$ cat src/rtl/mmio_byte_bridge.sv
// mmio_byte_bridge: host-side debug master for the FPro MMIO bus.
// Decodes a byte-stream command protocol into single MMIO transactions and
// returns acknowledgements or read data as a byte stream.
//   Write frame: 'W' A2 A1 A0 D3 D2 D1 D0  -> response 'K'
//   Read  frame: 'R' A2 A1 A0              -> response D3 D2 D1 D0
//   Other opcode                           -> response '?'
// Ports:
//   clk, reset        clock, asynchronous active-high reset
//   rx_data/rx_valid  incoming command bytes (strobe, no backpressure)
//   tx_data/tx_valid/tx_ready  outgoing response bytes (valid/ready)
//   mmio_*            MMIO initiator signals (registered)
//   busy              high whenever the bridge is not idle
module mmio_byte_bridge #(
    parameter int unsigned TIMEOUT_CYCLES = 1000000
) (
    input  logic        clk,
    input  logic        reset,
    input  logic [7:0]  rx_data,
    input  logic        rx_valid,
    output logic [7:0]  tx_data,
    output logic        tx_valid,
    input  logic        tx_ready,
    output logic        mmio_cs,
    output logic        mmio_wr,
    output logic        mmio_rd,
    output logic [20:0] mmio_addr,
    output logic [31:0] mmio_wr_data,
    input  logic [31:0] mmio_rd_data,
    output logic        busy
);

    localparam int unsigned BW = 8;
    localparam int unsigned AW = 21;
    localparam int unsigned DW = 32;
    localparam int unsigned TW = $clog2(TIMEOUT_CYCLES + 1);

    localparam logic [BW-1:0] OP_WRITE = 8'h57;
    localparam logic [BW-1:0] OP_READ  = 8'h52;
    localparam logic [BW-1:0] RSP_OK   = 8'h4B;
    localparam logic [BW-1:0] RSP_BAD  = 8'h3F;
    localparam logic [TW-1:0] T_LAST   = TW'(TIMEOUT_CYCLES - 1);

    typedef enum logic [2:0] {
        S_IDLE,
        S_ADDR,
        S_DATA,
        S_BUS,
        S_RESP
    } state_t;

    state_t         r_state;
    logic           r_is_wr;
    logic [1:0]     r_cnt;
    logic [AW-1:0]  r_addr;
    logic [DW-1:0]  r_wdata;
    logic [DW-1:0]  r_resp;
    logic [2:0]     r_resp_cnt;
    logic [TW-1:0]  r_timer;
    logic [BW-1:0]  r_tx_data;
    logic           r_tx_valid;
    logic           r_mmio_cs;
    logic           r_mmio_wr;
    logic           r_mmio_rd;
    logic [AW-1:0]  r_mmio_addr;
    logic [DW-1:0]  r_mmio_wr_data;
    logic           r_busy;

    state_t         w_state_nxt;
    logic           w_is_wr_nxt;
    logic [1:0]     w_cnt_nxt;
    logic [AW-1:0]  w_addr_nxt;
    logic [DW-1:0]  w_wdata_nxt;
    logic [DW-1:0]  w_resp_nxt;
    logic [2:0]     w_resp_cnt_nxt;
    logic [TW-1:0]  w_timer_nxt;
    logic [BW-1:0]  w_tx_data_nxt;
    logic           w_tx_valid_nxt;
    logic           w_mmio_cs_nxt;
    logic           w_mmio_wr_nxt;
    logic           w_mmio_rd_nxt;
    logic [AW-1:0]  w_mmio_addr_nxt;
    logic [DW-1:0]  w_mmio_wr_data_nxt;
    logic           w_busy_nxt;

    // Next-state and next-output logic; outputs are derived from the next
    // state so the strobes and tx_valid line up with the state they belong to.
    always_comb begin
        w_state_nxt        = r_state;
        w_is_wr_nxt        = r_is_wr;
        w_cnt_nxt          = r_cnt;
        w_addr_nxt         = r_addr;
        w_wdata_nxt        = r_wdata;
        w_resp_nxt         = r_resp;
        w_resp_cnt_nxt     = r_resp_cnt;
        w_timer_nxt        = '0;
        w_tx_data_nxt      = r_tx_data;
        w_tx_valid_nxt     = 1'b0;
        w_mmio_cs_nxt      = 1'b0;
        w_mmio_wr_nxt      = 1'b0;
        w_mmio_rd_nxt      = 1'b0;
        w_mmio_addr_nxt    = r_mmio_addr;
        w_mmio_wr_data_nxt = r_mmio_wr_data;
        w_busy_nxt         = 1'b0;

        case (r_state)
            S_IDLE: begin
                if (rx_valid) begin
                    if (rx_data == OP_WRITE || rx_data == OP_READ) begin
                        w_is_wr_nxt = (rx_data == OP_WRITE);
                        w_cnt_nxt   = 2'd0;
                        w_state_nxt = S_ADDR;
                    end else begin
                        w_resp_nxt     = {RSP_BAD, 24'h000000};
                        w_resp_cnt_nxt = 3'd1;
                        w_state_nxt    = S_RESP;
                    end
                end
            end

            S_ADDR: begin
                if (rx_valid) begin
                    // 21-bit shift register silently drops address bits 23:21
                    w_addr_nxt = {r_addr[AW-BW-1:0], rx_data};
                    if (r_cnt == 2'd2) begin
                        w_cnt_nxt   = 2'd0;
                        w_state_nxt = r_is_wr ? S_DATA : S_BUS;
                    end else begin
                        w_cnt_nxt = r_cnt + 2'd1;
                    end
                end else if (r_timer == T_LAST) begin
                    w_cnt_nxt   = 2'd0;
                    w_state_nxt = S_IDLE;
                end else begin
                    w_timer_nxt = r_timer + TW'(1);
                end
            end

            S_DATA: begin
                if (rx_valid) begin
                    w_wdata_nxt = {r_wdata[DW-BW-1:0], rx_data};
                    if (r_cnt == 2'd3) begin
                        w_cnt_nxt   = 2'd0;
                        w_state_nxt = S_BUS;
                    end else begin
                        w_cnt_nxt = r_cnt + 2'd1;
                    end
                end else if (r_timer == T_LAST) begin
                    w_cnt_nxt   = 2'd0;
                    w_state_nxt = S_IDLE;
                end else begin
                    w_timer_nxt = r_timer + TW'(1);
                end
            end

            S_BUS: begin
                // Read data is valid during the strobe cycle only
                w_resp_nxt     = r_is_wr ? {RSP_OK, 24'h000000} : mmio_rd_data;
                w_resp_cnt_nxt = r_is_wr ? 3'd1 : 3'd4;
                w_state_nxt    = S_RESP;
            end

            S_RESP: begin
                if (r_tx_valid && tx_ready) begin
                    if (r_resp_cnt == 3'd1) begin
                        w_resp_cnt_nxt = 3'd0;
                        w_state_nxt    = S_IDLE;
                    end else begin
                        w_resp_nxt     = {r_resp[DW-BW-1:0], 8'h00};
                        w_resp_cnt_nxt = r_resp_cnt - 3'd1;
                    end
                end
            end

            default: begin
                w_state_nxt = S_IDLE;
            end
        endcase

        w_busy_nxt = (w_state_nxt != S_IDLE);

        if (w_state_nxt == S_BUS) begin
            w_mmio_cs_nxt      = 1'b1;
            w_mmio_wr_nxt      = w_is_wr_nxt;
            w_mmio_rd_nxt      = !w_is_wr_nxt;
            w_mmio_addr_nxt    = w_addr_nxt;
            w_mmio_wr_data_nxt = w_wdata_nxt;
        end

        if (w_state_nxt == S_RESP) begin
            w_tx_valid_nxt = 1'b1;
            w_tx_data_nxt  = w_resp_nxt[DW-1:DW-BW];
        end
    end

    // State and output registers
    always_ff @(posedge clk or posedge reset) begin
        if (reset) begin
            r_state        <= S_IDLE;
            r_is_wr        <= 1'b0;
            r_cnt          <= '0;
            r_addr         <= '0;
            r_wdata        <= '0;
            r_resp         <= '0;
            r_resp_cnt     <= '0;
            r_timer        <= '0;
            r_tx_data      <= '0;
            r_tx_valid     <= 1'b0;
            r_mmio_cs      <= 1'b0;
            r_mmio_wr      <= 1'b0;
            r_mmio_rd      <= 1'b0;
            r_mmio_addr    <= '0;
            r_mmio_wr_data <= '0;
            r_busy         <= 1'b0;
        end else begin
            r_state        <= w_state_nxt;
            r_is_wr        <= w_is_wr_nxt;
            r_cnt          <= w_cnt_nxt;
            r_addr         <= w_addr_nxt;
            r_wdata        <= w_wdata_nxt;
            r_resp         <= w_resp_nxt;
            r_resp_cnt     <= w_resp_cnt_nxt;
            r_timer        <= w_timer_nxt;
            r_tx_data      <= w_tx_data_nxt;
            r_tx_valid     <= w_tx_valid_nxt;
            r_mmio_cs      <= w_mmio_cs_nxt;
            r_mmio_wr      <= w_mmio_wr_nxt;
            r_mmio_rd      <= w_mmio_rd_nxt;
            r_mmio_addr    <= w_mmio_addr_nxt;
            r_mmio_wr_data <= w_mmio_wr_data_nxt;
            r_busy         <= w_busy_nxt;
        end
    end

    assign tx_data      = r_tx_data;
    assign tx_valid     = r_tx_valid;
    assign mmio_cs      = r_mmio_cs;
    assign mmio_wr      = r_mmio_wr;
    assign mmio_rd      = r_mmio_rd;
    assign mmio_addr    = r_mmio_addr;
    assign mmio_wr_data = r_mmio_wr_data;
    assign busy         = r_busy;

endmodule

$ cat config.mk
export PLATFORM = sky130hd
export DESIGN_NAME = mmio_byte_bridge
export DESIGN_NICKNAME = d
export VERILOG_FILES = /design/src/rtl/mmio_byte_bridge.sv
export SDC_FILE = /design/constraint.sdc
export NUM_CORES = 1
export LEC_CHECK = 0
export ABC_AREA = 0
export CAP_MARGIN = 10
export CORE_MARGIN = 4
export CORE_UTILIZATION = 50
export CTS_BUF_LIST = sky130_fd_sc_hd__clkbuf_4 sky130_fd_sc_hd__clkbuf_8
export DETAILED_ROUTE_END_ITERATION = 12
export PLACE_DENSITY = 0.73
export SETUP_SLACK_MARGIN = 0.2
export SYNTH_ARGS = -nofsm -noshare
export SYNTH_HDL_FRONTEND = slang
export SYNTH_SLANG_ARGS = --single-unit
$ cat constraint.sdc
create_clock -name clk -period 8.5 [get_ports clk]
set_clock_uncertainty 0.05 [all_clocks]
set_input_delay 1.7 -clock clk [delete_from_list [all_inputs] [get_ports clk]]
set_output_delay 1.7 -clock clk [all_outputs]
set_load 0.01 [all_outputs]
==> flow_metrics.env, run 1 <==
export IMPL_finalCritPeriodShare=0.501
export IMPL_cp_buffers_inverters=2
export IMPL_start_kind="primary input"
export IMPL_synth_top_family_by_area="multiplexers"
export IMPL_synth_edf_count=0
export IMPL_rsz0062_at_grt="false"
export IMPL_rrSetupSlack_ps=5650
export IMPL_critPathKind="in2reg"
export IMPL_netlist_area_um2=7480
export IMPL_cp_data_arrival_time_ps=4550
export IMPL_grtUsageTotal=0.190
export IMPL_hold_slack_ps=418
export IMPL_post_cts_buffers=0
export IMPL_vias_per_cell=5.46
export IMPL_setup_ws_ps=4240
export IMPL_maxCapViolations=0
export IMPL_area_growth_pct=21.6
export IMPL_htree_levels=4
export IMPL_vias=4737
export IMPL_fp_coreArea_um2=14600
export IMPL_cp_slowest_cell="buf_4"
export IMPL_syn_avg_cell_area_um2=13.1
export IMPL_synth_most_common_cell="dfrtp_1"
export IMPL_fp_dieW_um=130
export IMPL_p_leak_nw=4.33
export IMPL_clk_root_buffer_cell="clkbuf_8"
export IMPL_crit_path_max_incr_delay_ps=620
export IMPL_synth_seq_cells=180
export IMPL_yosys_area_top_type="dfrtp_1"
export IMPL_post_cts_hold_buffer_count=0
export IMPL_dpl_hpwl_um=10400
export IMPL_synthAdderAreaFrac=0.0117
export IMPL_globalplace_congestion=0.777
export IMPL_clk_latency_ps=450
export IMPL_crit_family="buffers and inverters"
export IMPL_antenna_found_initial=0
export IMPL_yosysWarnings=0
export IMPL_worst_pin_slew_ps=1050
export IMPL_wl_met3_um=1180
export IMPL_fin_nets=721
export IMPL_routed_top_layer="met4"
export IMPL_num_rows=44
export IMPL_path_max_fanout=56
export IMPL_synthTopCellsByCount="180 x dfrtp_1, 73 x mux2_2, 37 x mux2_1"
export IMPL_cp_depth=7
export IMPL_total_power_w=0.00179
export IMPL_grt_max_degree=115
export IMPL_worstPathRequired_ps=8790
export IMPL_clockBufferDepth=2
export IMPL_synth_area_leaders="dfrtp_1 60%, mux2_2 11%, mux2_1 5.6%"
export IMPL_syn_inst=569
export IMPL_synth_xor_area_frac=0.0187
export IMPL_grt_pass1_vias=5038
export IMPL_io_pins=110
export IMPL_portBuffers=109
export IMPL_fmax_mhz=235
export IMPL_wl_um=15200
export IMPL_synthDominantCellAreaShare=0.602
export IMPL_crit_end="mmio_wr_data[7]$_DFFE_PP0N_"
export IMPL_synth_simple_area_share=0.0793
export IMPL_crit_chain="clkdlybuf4s50_1 -> nand4bb_4 -> or3_1 -> o22a_2 -> nor4_4 -> buf_4 -> mux2_2"
export IMPL_drive_gt1_frac=0.180
export IMPL_cts_tree="yes"
export IMPL_r2r_cells=6
export IMPL_r2r_end="mmio_wr_data[7]$_DFFE_PP0N_"
export IMPL_synthMuxAreaShare=0.166
export IMPL_max_slew_margin=0.299
export IMPL_dp_slack_ps=3770
export IMPL_drtIter0Drc=305
export IMPL_tns_ps=0
export IMPL_synth_compound_area_frac=0.0832
export IMPL_path_clk_slew_ps=90
export IMPL_final_hold_viol_count=0
export IMPL_grt_overflow=0
export IMPL_finalSetupViolations=0
export IMPL_diodes=0
export IMPL_synth_ff_type="dfrtp_1"
export IMPL_hold_path_class="reg2reg"
export IMPL_run_status="complete, no violations"
export IMPL_synth_async_reset_ratio=1.00
export IMPL_finalCriticalPeriod_ps=4260
export IMPL_synth_distinct_cells=53
export IMPL_wl_per_cell_um=17.6
export IMPL_die_area_um2=17000
export IMPL_grt_first_pass_wirelength_um=25300
export IMPL_ir_drop_mv=0.162
export IMPL_ys_seq_area_frac=0.602
export IMPL_remaining_drc_errors=0
export IMPL_power_per_cell_area_nw_per_um2=197
export IMPL_ant_nets=0
export IMPL_ctsResizeCount=0
export IMPL_initial_utilization=0.513
export IMPL_cp_end_kind="register"
export IMPL_route_met2_wl_um=7230
export IMPL_dr_pass1_iters=5
export IMPL_syn_num_nets=620
export IMPL_met1Wirelength_um=6650
export IMPL_numCtsBuffers=17
export IMPL_r2r_start="r_state[1]$_DFF_PP0_"
export IMPL_startpoint="rx_data[1]"
export IMPL_final_max_slew_viol_count=0
export IMPL_die_h_um=130
export IMPL_cts_sinks=180
## final cells by class
cell class / instances / area [um2]
Clock buffer: 18 / 241
Clock inverter: 14 / 161
Fill cell: 1157 / 5490
Inverter: 30 / 118
Multi-Input combinational cell: 325 / 2700
Sequential cell: 180 / 4500
Tap cell: 184 / 230
Timing Repair Buffer: 116 / 1140
## worst min-delay path by stage
stage,start,to,slack (ps),depth (start not counted)
2_1_floorplan,r_timer[0]$_DFF_PP0_,r_timer[0]$_DFF_PP0_,370,1
3_3_place_gp,r_timer[0]$_DFF_PP0_,r_timer[0]$_DFF_PP0_,390,1
3_5_place_dp,r_timer[0]$_DFF_PP0_,r_timer[0]$_DFF_PP0_,410,1
4_1_cts,r_timer[0]$_DFF_PP0_,r_timer[0]$_DFF_PP0_,420,1
5_1_grt,r_timer[0]$_DFF_PP0_,r_timer[0]$_DFF_PP0_,450,1
6_report,r_timer[0]$_DFF_PP0_,r_timer[0]$_DFF_PP0_,420,1
## logic make-up (layout without fill, tap and decap cells)
logic type	Yosys count	count (layout)
adder cells (fa/ha/maj)	7	7
buffers and inverters	64	178
AND/OR/NAND/NOR	112	112
AO/OA/AOI/OAI	80	80
flip-flops	180	180
XOR/XNOR	16	16
multiplexers	110	110
## routing by layer
layer,GRT usage,up-vias
met4,0.0575,0
li1,-,2237
met3,0.0704,12
met5,0,-
met1,0.251,2368
met2,0.296,120
## sequential cells by signal, indices dropped and copies added (netlist names)
signal / flops
r_wdata: 32
r_cnt: 2
mmio_addr: 21
mmio_wr: 1
tx_data: 8
busy: 1
r_is_wr: 1
r_resp_cnt: 3
r_timer: 20
tx_valid: 1
r_state: 3
mmio_cs: 1
mmio_rd: 1
r_resp: 32
mmio_wr_data: 32
r_addr: 21
## metrics by stage
stage | cell area (um2) | util | std cells
4_1_cts | 9100 | 0.624 | 867
6_report | 9100 | 0.624 | 867
2_1_floorplan | 7480 | - | 569
5_1_grt | 9100 | 0.624 | 867
3_3_place_gp | 8690 | 0.596 | 835
3_5_place_dp | 8690 | 0.596 | 835
## cell usage in the layout (no fill, tap or decap), types with 3 or more instances in the layout
| cell type | instances |
|---|---|
| dfrtp_1 | 180 |
| clkdlybuf4s50_1 | 109 |
| mux2_2 | 73 |
| mux2_1 | 37 |
| nor2_1 | 34 |
| inv_1 | 29 |
| nand2_1 | 25 |
| a222oi_1 | 17 |
| clkbuf_8 | 17 |
| a21oi_1 | 14 |
| o21ai_0 | 13 |
| xnor2_1 | 9 |
| nand3_1 | 8 |
| a22o_1 | 8 |
| xor2_1 | 7 |
| or3_1 | 7 |
| ha_1 | 7 |
| buf_4 | 7 |
| nor2b_1 | 6 |
| nand4_1 | 5 |
| nor3_1 | 5 |
| inv_8 | 5 |
| and2_1 | 3 |
| and3_1 | 3 |
| o2111ai_1 | 3 |
| a221oi_1 | 3 |
| a31oi_1 | 3 |
| inv_6 | 3 |
| clkinv_4 | 3 |
## where the power goes
group          total (W)  internal, W  switching, W  leakage [nW]
logic           0.000286     0.000123      0.000163          1.66
registers       0.000927     0.000901     0.0000265          2.47
clock network   0.000577     0.000250      0.000327         0.200
## worst register-to-register path, cell delays in order, from the launching register on
cell	delay, ps
dfrtp_1	600
nor3b_1	370
a32oi_1	110
o22a_2	280
nor4_4	250
buf_4	620
mux2_2	460
Note: power is estimated with default switching activity, not from simulation.
==> run 2: changes to the inputs <==
PLACE_DENSITY = 0.76   (was 0.73)
clock period = 3.6 ns   (was 8.5 ns; I/O delays follow)
==> flow_metrics.env, run 2 (same netlist as run 1, synthesis figures left out) <==
export IMPL_area_sequential_um2=4500
export IMPL_rrSetupSlack_ps=990
export IMPL_fmax_mhz=335
export IMPL_fin_nets=730
export IMPL_finalSetupViolations=0
export IMPL_path_max_fanout=56
export IMPL_clockBufferDepth=2
export IMPL_hold_path_class="reg2reg"
export IMPL_seqPwrFrac=0.508
export IMPL_power_switching_w=0.00116
export IMPL_cts_sinks=180
export IMPL_maxCapViolations=0
export IMPL_diodes=0
export IMPL_portBuffers=109
export IMPL_die_area_um2=17000
export IMPL_final_hold_viol_count=0
export IMPL_initial_utilization=0.513
export IMPL_min_to="r_timer[0]$_DFF_PP0_"
export IMPL_setup_ws_ps=614
export IMPL_dp_slack_ps=155
export IMPL_remaining_drc_errors=0
export IMPL_r2r_start="r_timer[2]$_DFF_PP0_"
export IMPL_use_met3=0.0806
export IMPL_grt_overflow=0
export IMPL_finalCriticalPeriod_ps=2990
export IMPL_fp_coreArea_um2=14600
export IMPL_grtUsageTotal=0.196
export IMPL_rsz0062_at_grt="false"
export IMPL_grt_max_degree=68
export IMPL_r2r_end="r_cnt[1]$_DFFE_PP0P_"
export IMPL_wl_um=15500
export IMPL_worst_pin_slew_ps=955
export IMPL_area_growth_pct=23.0
export IMPL_p_sw_frac=0.268
export IMPL_ant_nets=0
export IMPL_ctsResizeCount=0
export IMPL_grtUsageMet1=0.248
export IMPL_wl_per_cell_um=17.7
export IMPL_critPathKind="in2reg"
export IMPL_cts_tree="yes"
export IMPL_place_area_um2=8790
export IMPL_drtIter0Drc=362
export IMPL_cp_end_kind="register"
export IMPL_drive_gt1_frac=0.190
export IMPL_vias_per_cell=5.53
export IMPL_clk_latency_ps=450
export IMPL_max_slew_margin=0.357
export IMPL_pwr_share_clk=0.331
export IMPL_use_met2=0.313
export IMPL_worstPathRequired_ps=3890
export IMPL_multi_input_area_um2=2700
export IMPL_crit_chain="clkdlybuf4s50_1 -> nand4bb_4 -> or3_1 -> o22a_2 -> nor4_4 -> buf_12 -> mux2_2"
export IMPL_io_pins=110
export IMPL_r2r_cells=6
export IMPL_vias=4843
export IMPL_start_kind="primary input"
export IMPL_finalCritPeriodShare=0.829
export IMPL_run_status="complete, no violations"
export IMPL_crit_family="simple AND/OR/NAND/NOR gates"
export IMPL_layout_common_cells="180 x dfrtp_1, 109 x clkdlybuf4s50_1, 73 x mux2_2"
export IMPL_power_per_cell_area_nw_per_um2=469
export IMPL_ir_drop_mv=0.335
export IMPL_fillers=1110
export IMPL_final_max_slew_viol_count=0
export IMPL_globalplace_congestion=0.797
export IMPL_numCtsBuffers=17
export IMPL_cp_data_arrival_time_ps=3280
export IMPL_grt_busiest_layer="met2"
export IMPL_num_rows=44
export IMPL_path_clk_slew_ps=90
export IMPL_fp_dieW_um=130
export IMPL_htree_levels=4
export IMPL_grt_pass1_vias=5181
export IMPL_grt_first_pass_wirelength_um=26000
export IMPL_dpl_hpwl_um=10700
export IMPL_layout_commonest_cell="dfrtp_1"
export IMPL_post_cts_buffers=0
export IMPL_design_area_um2=9200
export IMPL_cp_slowest_cell="or3_1"
export IMPL_clk_root_buffer_cell="clkbuf_8"
export IMPL_min_delay_start="r_timer[0]$_DFF_PP0_"
export IMPL_internal_power_w=0.00316
export IMPL_die_h_um=130
export IMPL_cp_buffers_inverters=2
export IMPL_dr_pass1_iters=6
export IMPL_p_leak_nw=4.39
export IMPL_antenna_found_initial=0
export IMPL_comb_power_share=0.160
export IMPL_min_path_cells=1
export IMPL_tns_ps=0
export IMPL_post_cts_hold_buffer_count=0
export IMPL_crit_path_max_incr_delay_ps=500
==> run 2: cell type report <==
cell class / count / area share
Timing Repair Buffer: 125 / 0.134
Sequential cell: 180 / 0.490
Clock inverter: 11 / 0.0165
Clock buffer: 20 / 0.0286
Inverter: 30 / 0.0126
Tap cell: 184 / 0.0250
Multi-Input combinational cell: 325 / 0.293
==> run 2: per-stage QoR <==
step / cells / total power, W / util / hold WS, ps
after floorplan: 569 / 0.00264 / - / 374
after global placement: 844 / 0.00290 / 0.602 / 384
after detailed placement: 844 / 0.00293 / 0.602 / 397
after CTS: 875 / 0.00435 / 0.631 / 410
after global routing: 875 / 0.00453 / 0.631 / 415
final: 875 / 0.00431 / 0.631 / 409
==> run 2: how the worst max path moves through the flow <==
stage / startpoint / end / slack (ps) / cells past startpoint
after floorplan: reset / busy$_DFF_PP0_ / 520 / 1
after global placement: rx_data[4] / mmio_wr_data[20]$_DFFE_PP0N_ / 230 / 7
after detailed placement: rx_data[5] / mmio_wr_data[6]$_DFFE_PP0N_ / 150 / 7
after CTS: rx_data[5] / mmio_wr_data[6]$_DFFE_PP0N_ / 640 / 7
after global routing: rx_data[5] / mmio_wr_data[6]$_DFFE_PP0N_ / 530 / 7
final: rx_data[5] / mmio_wr_data[6]$_DFFE_PP0N_ / 610 / 7
==> run 2: power by group through the flow <==
stage                     clock (W)  combinational [W]  sequential [W]
after floorplan                   0           0.000409         0.00223
after global placement            0           0.000671         0.00223
after detailed placement          0           0.000695         0.00223
after CTS                   0.00146           0.000698         0.00219
after global routing        0.00156           0.000766         0.00221
final                       0.00143           0.000692         0.00219
==> run 2: per-layer routing <==
metal / vias to the layer above / share of wire
met5: - / 0
met4: 0 / 0.011
met3: 15 / 0.084
met2: 158 / 0.49
met1: 2422 / 0.42
li1: 2248 / -
==> run 3: changes to the inputs <==
PLACE_DENSITY = 0.73   (was 0.76)
clock period = 3 ns   (was 3.6 ns; I/O delays follow)
==> flow_metrics.env, run 3 (same netlist as run 1, synthesis figures left out) <==
export IMPL_fmax_mhz=382
export IMPL_internal_power_w=0.00398
export IMPL_start_kind="primary input"
export IMPL_cts_sinks=180
export IMPL_maxCapViolations=0
export IMPL_cp_data_arrival_time_ps=2900
export IMPL_post_cts_buffers=0
export IMPL_initial_utilization=0.513
export IMPL_run_status="complete, no violations"
export IMPL_power_switching_w=0.00143
export IMPL_diodes=0
export IMPL_power_per_cell_area_nw_per_um2=573
export IMPL_antenna_found_initial=0
export IMPL_layout_commonest_cell="dfrtp_1"
export IMPL_die_area_um2=17000
export IMPL_finalSetupViolations=0
export IMPL_clockBufferDepth=2
export IMPL_cts_tree="yes"
export IMPL_globalplace_congestion=0.862
export IMPL_design_area_um2=9420
export IMPL_total_power_w=0.00540
export IMPL_cp_end_kind="register"
export IMPL_rsz0062_at_grt="false"
export IMPL_grtUsageTotal=0.191
export IMPL_worst_pin_slew_ps=897
export IMPL_vias_per_cell=5.52
export IMPL_numCtsBuffers=17
export IMPL_dr_pass1_iters=5
export IMPL_vias=4922
export IMPL_clk_latency_ps=450
export IMPL_comb_power_share=0.159
export IMPL_wl_um=15500
export IMPL_tns_ps=0
export IMPL_ir_drop_mv=0.436
export IMPL_hold_slack_ps=404
export IMPL_portBuffers=109
export IMPL_fillers=1087
export IMPL_fin_nets=745
export IMPL_final_hold_viol_count=0
export IMPL_io_pins=110
export IMPL_dpl_hpwl_um=10700
export IMPL_post_cts_hold_buffer_count=0
export IMPL_p_sw_frac=0.264
export IMPL_area_sequential_um2=4500
export IMPL_critPathKind="in2reg"
export IMPL_fp_dieW_um=130
export IMPL_num_rows=44
export IMPL_finalCritPeriodShare=0.873
export IMPL_pwr_share_clk=0.354
export IMPL_finalCriticalPeriod_ps=2620
export IMPL_max_slew_margin=0.396
export IMPL_grt_overflow=0
export IMPL_clk_root_buffer_cell="clkbuf_8"
export IMPL_drive_gt1_frac=0.208
export IMPL_worstPathRequired_ps=3280
export IMPL_ctsResizeCount=0
export IMPL_die_h_um=130
export IMPL_place_area_um2=8950
export IMPL_remaining_drc_errors=0
export IMPL_grt_pass1_vias=5088
export IMPL_p_leak_nw=4.49
export IMPL_multi_input_area_um2=2700
export IMPL_layout_common_cells="180 x dfrtp_1, 109 x clkdlybuf4s50_1, 73 x mux2_2"
export IMPL_path_clk_slew_ps=90
export IMPL_grt_first_pass_wirelength_um=25400
export IMPL_area_growth_pct=26.0
export IMPL_drtIter0Drc=349
export IMPL_grt_max_degree=83
export IMPL_path_max_fanout=26
export IMPL_ant_nets=0
export IMPL_hold_path_class="reg2reg"
export IMPL_fp_coreArea_um2=14600
export IMPL_wl_per_cell_um=17.4
export IMPL_seqPwrFrac=0.486
export IMPL_htree_levels=4
export IMPL_final_max_slew_viol_count=0
run 3: cell types whose count changed in the layout (fill, tap and decap cells not counted):
cell        previous run  this run
inv_6                  2         4
clkbuf_4               2         1
clkinv_2               3         0
inv_8                  1         0
clkinvlp_4             1         3
buf_4                 14        25
bufinv_16              3         5
buf_12                 2         6
run 3: layout make-up:
| type | count | share of cell area |
|---|---|---|
| inverter | 30 | 0.0124 |
| clock buffer | 19 | 0.0271 |
| timing repair buffer | 140 | 0.148 |
| tap | 184 | 0.0244 |
| multi-input combinational | 325 | 0.286 |
| sequential | 180 | 0.478 |
| clock inverter | 13 | 0.0231 |
run 3: stage by stage:
step                utilization  setup WS [ps]  instances
floorplan                     -           41.4        569
global placement          0.613          -20.2        859
detailed placement        0.613          -89.5        859
CTS                       0.646            406        891
global route              0.646            256        891
finish                    0.646            380        891
run 3: worst paths after layout:
path	depth (start not counted)	slack, ps	from	end
max in group asynchronous	3	1960	reset	r_wdata[8]$_DFF_PP0_
hold reg to reg	1	400	r_timer[0]$_DFF_PP0_	r_timer[0]$_DFF_PP0_
min in group asynchronous	3	570	reset	r_timer[1]$_DFF_PP0_
setup / recovery	8	380	rx_data[1]	mmio_wr_data[2]$_DFFE_PP0N_
hold / removal	1	400	r_timer[0]$_DFF_PP0_	r_timer[0]$_DFF_PP0_
setup reg to reg	7	420	r_state[0]$_DFF_PP0_	mmio_wr_data[2]$_DFFE_PP0N_
run 3: per-layer routing:
metal | up-vias | part of all wire | routed length [um] | global-route usage
met5 | - | 0 | 0 | 0
met4 | 0 | 0.0086 | 133 | 0.0458
met3 | 11 | 0.067 | 1040 | 0.0639
met2 | 138 | 0.48 | 7400 | 0.299
met1 | 2491 | 0.45 | 6960 | 0.260
li1 | 2282 | - | - | -
run 3: worst max-delay path: stages:
cell	delay, ps
clkdlybuf4s50_1	530
nand4bb_4	140
or3_1	420
o22a_2	230
nor4_4	250
buf_4	180
buf_12	180
mux2_1	350
run 3: power groups by stage:
| stage | logic, W | clock network, W | registers, W |
|---|---|---|---|
| 3_5_place_dp | 0.000867 | 0 | 0.00267 |
| 3_3_place_gp | 0.000838 | 0 | 0.00267 |
| 4_1_cts | 0.000868 | 0.00196 | 0.00263 |
| 2_1_floorplan | 0.000490 | 0 | 0.00267 |
| 6_report | 0.000861 | 0.00191 | 0.00263 |
| 5_1_grt | 0.000947 | 0.00207 | 0.00264 |
